--- src/rtl/exmem_stage.sv ---
// Execute-to-memory pipeline stage.
// Captures the ALU output, owns the architectural HI/LO registers, classifies
// each instruction for the memory/writeback side and buffers it in a
// main + skid register pair so a stalled memory stage never combinationally
// stalls the ALU.
// Optional feature macro: EXMEM_FLUSH_EN adds a synchronous flush input that
// invalidates both buffer entries and blocks acceptance in the same cycle.
module exmem_stage #(
  parameter int DATA_W = 16,
  parameter int RD_W   = 3
) (
  input  logic              clk,
  input  logic              rst_n,
`ifdef EXMEM_FLUSH_EN
  input  logic              flush,
`endif
  input  logic              in_valid,
  output logic              in_ready,
  input  logic [6:0]        in_op,
  input  logic [DATA_W-1:0] in_result,
  input  logic [DATA_W-1:0] in_hi,
  input  logic [DATA_W-1:0] in_lo,
  input  logic              in_zero,
  input  logic              in_sign,
  input  logic [RD_W-1:0]   in_rd,
  input  logic [DATA_W-1:0] in_store_data,
  output logic              out_valid,
  input  logic              out_ready,
  output logic [DATA_W-1:0] out_data,
  output logic [RD_W-1:0]   out_rd,
  output logic              out_we,
  output logic              out_mem_rd,
  output logic              out_mem_wr,
  output logic [DATA_W-1:0] out_store_data,
  output logic              out_branch_taken,
  output logic              out_zero,
  output logic              out_sign,
  output logic [DATA_W-1:0] hi_q,
  output logic [DATA_W-1:0] lo_q
);

  typedef struct packed {
    logic [DATA_W-1:0] data;
    logic [RD_W-1:0]   rd;
    logic              we;
    logic              mem_rd;
    logic              mem_wr;
    logic [DATA_W-1:0] store_data;
    logic              branch_taken;
    logic              zero;
    logic              sign;
  } entry_t;

  localparam logic [6:0] OP_MULT  = 7'b0000_010;
  localparam logic [6:0] OP_MULTU = 7'b0000_011;
  localparam logic [6:0] OP_DIV   = 7'b0001_010;
  localparam logic [6:0] OP_DIVU  = 7'b0001_011;
  localparam logic [6:0] OP_JR    = 7'b0001_111;
  localparam logic [6:0] OP_MFHI  = 7'b0010_110;
  localparam logic [6:0] OP_MFLO  = 7'b0010_111;
  localparam logic [3:0] OPC_BNEQ = 4'b0101;
  localparam logic [3:0] OPC_BGTZ = 4'b0110;
  localparam logic [3:0] OPC_LH   = 4'b1000;
  localparam logic [3:0] OPC_SH   = 4'b1001;

  entry_t            main_q, main_d;
  entry_t            skid_q, skid_d;
  entry_t            new_entry;
  logic              main_valid_q, main_valid_d;
  logic              skid_valid_q, skid_valid_d;
  logic [DATA_W-1:0] hi_d, lo_d;
  logic              flush_w;
  logic              accept;
  logic              pop;
  logic              hilo_wr;
  logic [3:0]        opcode;

`ifdef EXMEM_FLUSH_EN
  assign flush_w = flush;
`else
  assign flush_w = 1'b0;
`endif

  // in_ready comes straight from a flop (only the flush gate is combinational)
  assign in_ready = !skid_valid_q && !flush_w;
  assign accept   = in_valid && in_ready;
  assign pop      = main_valid_q && out_ready;
  assign opcode   = in_op[6:3];
  assign hilo_wr  = (in_op == OP_MULT) || (in_op == OP_MULTU) ||
                    (in_op == OP_DIV)  || (in_op == OP_DIVU);

  // Decode the incoming ALU word into a buffer entry; mfhi/mflo read the
  // committed HI/LO, which already reflect every earlier accepted write.
  always_comb begin
    new_entry            = '0;
    new_entry.data       = in_result;
    new_entry.rd         = in_rd;
    new_entry.store_data = in_store_data;
    new_entry.zero       = in_zero;
    new_entry.sign       = in_sign;
    if (in_op == OP_MFHI || in_op == OP_MFLO) begin
      new_entry.data = (in_op == OP_MFHI) ? hi_q : lo_q;
      new_entry.zero = (new_entry.data == '0);
      new_entry.sign = new_entry.data[DATA_W-1];
    end
    new_entry.we = !(hilo_wr || (in_op == OP_JR) || (opcode == OPC_BNEQ) ||
                     (opcode == OPC_BGTZ) || (opcode == OPC_LH) ||
                     (opcode == OPC_SH));
    new_entry.mem_rd       = (opcode == OPC_LH);
    new_entry.mem_wr       = (opcode == OPC_SH);
    new_entry.branch_taken = ((opcode == OPC_BNEQ) || (opcode == OPC_BGTZ)) &&
                             (in_result == DATA_W'(1));
  end

  // Main/skid steering: skid always drains into main before new input does.
  always_comb begin
    main_d       = main_q;
    skid_d       = skid_q;
    main_valid_d = main_valid_q;
    skid_valid_d = skid_valid_q;
    if (flush_w) begin
      main_valid_d = 1'b0;
      skid_valid_d = 1'b0;
    end else if (!main_valid_q || pop) begin
      if (skid_valid_q) begin
        main_d       = skid_q;
        main_valid_d = 1'b1;
        skid_valid_d = accept;
        if (accept) skid_d = new_entry;
      end else begin
        main_valid_d = accept;
        if (accept) main_d = new_entry;
      end
    end else if (accept) begin
      skid_d       = new_entry;
      skid_valid_d = 1'b1;
    end
  end

  // HI/LO are written only by accepted mult/multu/div/divu
  always_comb begin
    hi_d = hi_q;
    lo_d = lo_q;
    if (accept && hilo_wr) begin
      hi_d = in_hi;
      lo_d = in_lo;
    end
  end

  // State registers
  always_ff @(posedge clk or negedge rst_n) begin
    if (!rst_n) begin
      main_q       <= '0;
      skid_q       <= '0;
      main_valid_q <= 1'b0;
      skid_valid_q <= 1'b0;
      hi_q         <= '0;
      lo_q         <= '0;
    end else begin
      main_q       <= main_d;
      skid_q       <= skid_d;
      main_valid_q <= main_valid_d;
      skid_valid_q <= skid_valid_d;
      hi_q         <= hi_d;
      lo_q         <= lo_d;
    end
  end

  assign out_valid        = main_valid_q;
  assign out_data         = main_q.data;
  assign out_rd           = main_q.rd;
  assign out_we           = main_q.we;
  assign out_mem_rd       = main_q.mem_rd;
  assign out_mem_wr       = main_q.mem_wr;
  assign out_store_data   = main_q.store_data;
  assign out_branch_taken = main_q.branch_taken;
  assign out_zero         = main_q.zero;
  assign out_sign         = main_q.sign;

endmodule

--- config.mk ---
export PLATFORM = sky130hd
export DESIGN_NAME = exmem_stage
export DESIGN_NICKNAME = d
export VERILOG_FILES = /design/src/rtl/exmem_stage.sv
export SDC_FILE = /design/constraint.sdc
export NUM_CORES = 1
export LEC_CHECK = 0
export CORE_MARGIN = 1
export CORE_UTILIZATION = 43
export DETAILED_ROUTE_END_ITERATION = 6
export PLACE_DENSITY = 0.76
export SLEW_MARGIN = 20
export SYNTH_ARGS = -nofsm -noshare
export SYNTH_HDL_FRONTEND = slang
export SYNTH_SLANG_ARGS = --single-unit
--- constraint.sdc ---
create_clock -name clk -period 1.5 [get_ports clk]
set_clock_uncertainty 0.05 [all_clocks]
set_input_delay 0.3 -clock clk [delete_from_list [all_inputs] [get_ports clk]]
set_output_delay 0.3 -clock clk [all_outputs]
set_load 0.02 [all_outputs]
# Word level (Yosys, flattened, before mapping)

Index checks and enable logic that the tools add are counted.
W data, S select, Z words.

Output and inout bits: 75
Logic and storage cells: 69
Flip-flop bits (word level): 116

Muxes and demuxes: 12
Reductions and logical operators: 22
Equal/unequal tests: 13

Operators by type and width:

| operator              | number |
|---|---|
| $mux W41              | 5 |
| $mux W16              | 2 |
| $eq A7 B4 Y1 const B  | 3 |
| $eq A16 B1 Y1 const B | 1 |
| $logic_not A16 Y1     | 1 |
| $eq A7 B2 Y1 const B  | 2 |
| $eq A7 B5 Y1 const B  | 2 |
| $logic_or A1 B1 Y1    | 11 |
| $eq A4 B3 Y1 const B  | 2 |
| $eq A4 B4 Y1 const B  | 2 |
| $logic_and A1 B1 Y1   | 4 |
| $mux W1               | 4 |
| $reduce_bool A2 Y1    | 2 |
| $logic_not A1 Y1      | 3 |
| $mux W2               | 1 |
| $ne A2 B2 Y1 const B  | 1 |
| $reduce_and A2 Y1     | 1 |

# Depth between registers and ports, before layout

Gate-level depths: netlist of run 1.

Word-level depth: 13
Mapped depth: 6
Gate-level depth less buffers: 4

# Least setup slack after synthesis of run 1

Ideal clock, no wire load.

Path kind: flip-flop to flip-flop
Start: reg skid_valid_q
End: reg hi_q[0]
Data required time: 1325 ps
Arrival: 1392 ps
Clock period less this slack: 1567 ps
Path slack: -67 ps
Buffers on the path: 2
Setup time: 125 ps
Stages on the path, launching flop included: 6
Cells stage by stage: dfrtp_1 -> buf_6 -> inv_1 -> nand4_1 -> buf_2 -> mux2_2

Cells in the longest elaborated chain, start to end: 3

Ends and longest elaborated chain:

| element                  | line | source |
|---|---|---|
| start: declaration       | 70   | `logic skid_valid_q, skid_valid_d;` |
| start signal: assignment | 163  | `skid_valid_q <= skid_valid_d;` |
| $logic_not A1 Y1         | 85   | `assign in_ready = !skid_valid_q && !flush_w;` |
| net in_ready             | 18   | `output logic in_ready,` |
| $logic_and A1 B1 Y1      | 86   | `assign accept = in_valid && in_ready;` |
| $logic_and A1 B1 Y1      | 144  | `if (accept && hilo_wr) begin` |
| end signal: assignment   | 164  | `hi_q <= hi_d;` |
| end: declaration         | 38   | `output logic [DATA_W-1:0] hi_q,` |

The timed path passes the listed nets, and every way through them passes these cells.
A chain may end at the register's enable or synchronous reset.

# Worst setup path in the final report of run 1

Start: reg lo_q[11]
End: reg main_q, in the netlist out_zero

Cells in the longest elaborated chain, start to end: 5

Ends and longest elaborated chain:

| element                  | line | source |
|---|---|---|
| start: declaration       | 39   | `output logic [DATA_W-1:0] lo_q` |
| start signal: assignment | 165  | `lo_q <= lo_d;` |
| $mux W16                 | 102  | `new_entry.data = (in_op == OP_MFHI) ? hi_q : lo_q;` |
| $logic_not A16 Y1        | 103  | `new_entry.zero = (new_entry.data == '0);` |
| $mux W2                  | 101  | `if (in_op == OP_MFHI \|\| in_op == OP_MFLO) begin` |
| $mux W41                 | 132  | `if (accept) main_d = new_entry;` |
| $mux W41                 | 125  | `if (skid_valid_q) begin` |
| end signal: assignment   | 160  | `main_q <= main_d;` |
| end: declaration         | 66   | `entry_t main_q, main_d;` |

Every way passes these cells. The select of a mux whose other input is x is not followed.

==> run metrics, run 1 <==
CP max FO=4; Wirelength per Cell=20.6 um; crit path cell chain=nor4_1 -> and3_1 -> a31oi_2 -> a31oi_1; synth top area cells=dfrtp_1, nand2_1, mux2_2; mean number of vias per cell=5.69; worst slew pin tran=0.504 ns; status=finished, violations left; initial antenna violation count=0; total of flip-flops plus latches after synthesis=116; f_max=600 MHz; reg-to-reg slack, setup=-0.17 ns; syn_nets=599; leading area contributor after synthesis=dfrtp_1; Clock Path Buffers=2; Async SR Flop Fraction=100%; NetSw=3.53 mW; Total Power=11.6 mW; Lkg Pwr=4.14 nW; RSZ-0062 raised after global routing=yes; # port buffers=154; Netlist cell types=44; vias in the first global route=5243; post-route ant nets=0; routed wire length=19.3 mm; H-tree depth=4; Synth Cell Area=5440 um2; crit path from=lo_q[11]; yosys warns=0; row cnt=40; Max Cap Viol=0; Slew headroom=66.1%; failing checks=setup timing; Worst path slowest cell=nor4_1; Total GRT Usage=27.0%; Critical path buffers and inverters=0; cell-internal power=8.10 mW; WP data required=1.75 ns; PD cells=1270 nW/um2; cell with the most instances after synthesis=dfrtp_1; crit end category=flip-flop; latest clock arrival within the worst-skew pair=0.41 ns; Ant. Diodes=0; Max Slew Vio Count=0; Placeable Area=12200 um2; Nets=837; Hold WC Path Type=input pin to flip-flop; Synth top area share=53.3%; Hold Slack=0.281 ns; layout cells sized above 1=36.6%; DRC violations left=0; Clk pwr share=36.9%; CTS Buf Count=17; Seq pwr share=36.6%; clock-pin slew on the worst setup and hold paths=0.05 ns; Initial Utilization=44.8%; largest net degree at the start of global routing=50; Reg2Reg Capture Point=out_zero; CP peak stage delay=0.48 ns; Reg2Reg Depth=4; area of the die=13100 um2; worst r2r src=lo_q[11]; Clock Sinks=116; die width=115 um; Final setup viols=38; first-pass GRT wire length=26.8 mm; commonest cells in the netlist=dfrtp_1, nand2_1, a21oi_1, mux2_2, o21ai_0; final hold vios=0; cell area after layout=9160 um2; shortest period the worst path allows=1.67 ns; CP Class=flip-flop to flip-flop; pre-CTS setup slack=-0.752 ns; GRT overflow=0; Die Y=115 um; Layout area overhead=68.2%; total I/O pin count=155; PnR worst setup slack=-0.167 ns; CP startpoint kind=flip-flop; CTS root buf=clkbuf_16; Vias=5341; critical path depth=4; Worst VDD drop=0.000910 V; Post-DP Area=7650 um2; Sw Ratio=30.4%; critical path's top delay family=simple AND/OR/NAND/NOR gates; sequential share of the synthesized area=53.3%; initial drt markers=411; Syn Inst Count=519; Combinational Power Share=26.5%; CTS tree=done; Critical Path AT=1.92 ns; Critical Path Sink=out_zero; final cycle utilization of the critical path=111%; EDFF count, synth=0; gpl congestion=0.838; Avg Cell Area, Syn=10.5 um2; drt first pass iters=5; HPWL after DPL=11.3 mm; ys flop type=dfrtp_1
==> how the worst min path moves through the flow <==
stage | end | from | slack [ns] | depth (start not counted)
2_1_floorplan | hi_q[0] | rst_n | -0.05 | 0
6_report | skid_q[20] | in_op[3] | 0.28 | 4
3_3_place_gp | out_store_data[11] | rst_n | 0.16 | 1
3_5_place_dp | skid_q[14] | rst_n | 0.16 | 1
4_1_cts | out_store_data[13] | rst_n | 0.27 | 2
5_1_grt | skid_q[20] | in_op[3] | 0.28 | 4
==> logic make-up after synthesis <==
kind of cell	share of synthesized area (%)
AO/OA/AOI/OAI	15.5
XOR/XNOR	0.161
buffers and inverters	4.14
flip-flops	53.3
multiplexers	10.3
AND/OR/NAND/NOR	16.5
==> power by group through the flow <==
stage | sequential [mW] | clock, mW | combinational (mW)
2_1_floorplan | 4.59 | 0 | 0.923
3_3_place_gp | 4.21 | 0 | 2.82
3_5_place_dp | 4.24 | 0 | 2.89
4_1_cts | 4.19 | 4.34 | 2.77
5_1_grt | 4.31 | 4.52 | 3.28
6_report | 4.25 | 4.29 | 3.09
==> metal layers <==
metal,track usage (%),up-vias,part of all wire [%]
met3,8.26,86,7.9
met1,32.4,2600,38
li1,-,2328,-
met5,0,-,0
met4,13.8,0,5.7
met2,43.8,327,49
==> tightest hold or removal path, delay by kind of cell <==
kind                   cells  cell delay, ns
buffers and inverters      3            0.32
AOI/OAI and AO/OA          1            0.07
==> cell type report <==
| class | count | area (um2) |
|---|---|---|
| clock buffers | 23 | 478 |
| clock inverters | 9 | 150 |
| fillers | 770 | 3010 |
| inverters | 1 | 7.51 |
| multi-input cells | 367 | 2850 |
| flip-flops and latches | 116 | 2920 |
| well taps | 168 | 210 |
| repair buffers | 254 | 2540 |
==> registers in the layout (all words and copies together) (netlist names) <==
name / count
hi_q: 16
lo_q: 16
out_branch_taken: 1
out_data: 16
out_mem_rd: 1
out_mem_wr: 1
out_rd: 3
out_sign: 1
out_store_data: 16
out_valid: 1
out_we: 1
out_zero: 1
skid_q: 41
skid_valid_q: 1
==> cell usage in the layout (no fill, tap or decap), drive strengths merged, types with 2 or more instances in the layout <==
cell,synthesis,layout
clkdlybuf4s50,0,63
a31oi,3,3
nor3,2,2
dlymetal6s2s,0,8
nor2b,13,13
o21ai,27,27
buf,19,109
a21boi,2,2
dfrtp,116,116
o31ai,19,19
nand2b,2,2
or3,16,16
clkinvlp,0,3
a21oi,52,52
nor4,8,8
clkdlybuf4s15,0,26
nand3,3,3
dlygate4sd2,0,30
bufinv,0,4
nand3b,3,3
mux2i,20,20
and2b,4,4
nor3b,2,2
clkinv,0,3
mux2,32,32
nand4,3,3
o211ai,3,3
o21a,2,2
nor2,26,26
a2111oi,15,15
nand2,101,101
clkbuf,16,39
and3,2,2
==> stage by stage <==
stage	TNS, ns	std cells	util [%]
3_3_place_gp	-45.70	876	62.9
3_5_place_dp	-49.32	876	62.9
6_report	-1.43	938	75.3
4_1_cts	-0.103	923	70.1
2_1_floorplan	-0.439	519	-
5_1_grt	-3.51	938	75.3
==> timing repair <==
item / 4_1_cts / 5_1_grt
pin swaps: 16 / 24
hold buffers: 1 / 0
resized for setup: 182 / 141
gates cloned: 4 / 7
endpoints found under the setup margin: 162 / 123
endpoints found under the hold margin: 18 / 0
setup buffers: 10 / 8
(Power assumes the default switching activity.)
==> run 2: changes to the inputs <==
--- a/config.mk
+++ b/config.mk
@@ -5,7 +5,6 @@
 export SDC_FILE = /design/constraint.sdc
 export NUM_CORES = 1
 export LEC_CHECK = 0
-export CORE_MARGIN = 1
 export CORE_UTILIZATION = 43
 export DETAILED_ROUTE_END_ITERATION = 6
 export PLACE_DENSITY = 0.76
==> results of run 2 <==
No change in the layout: final DEF, timing and power equal those of run 1.
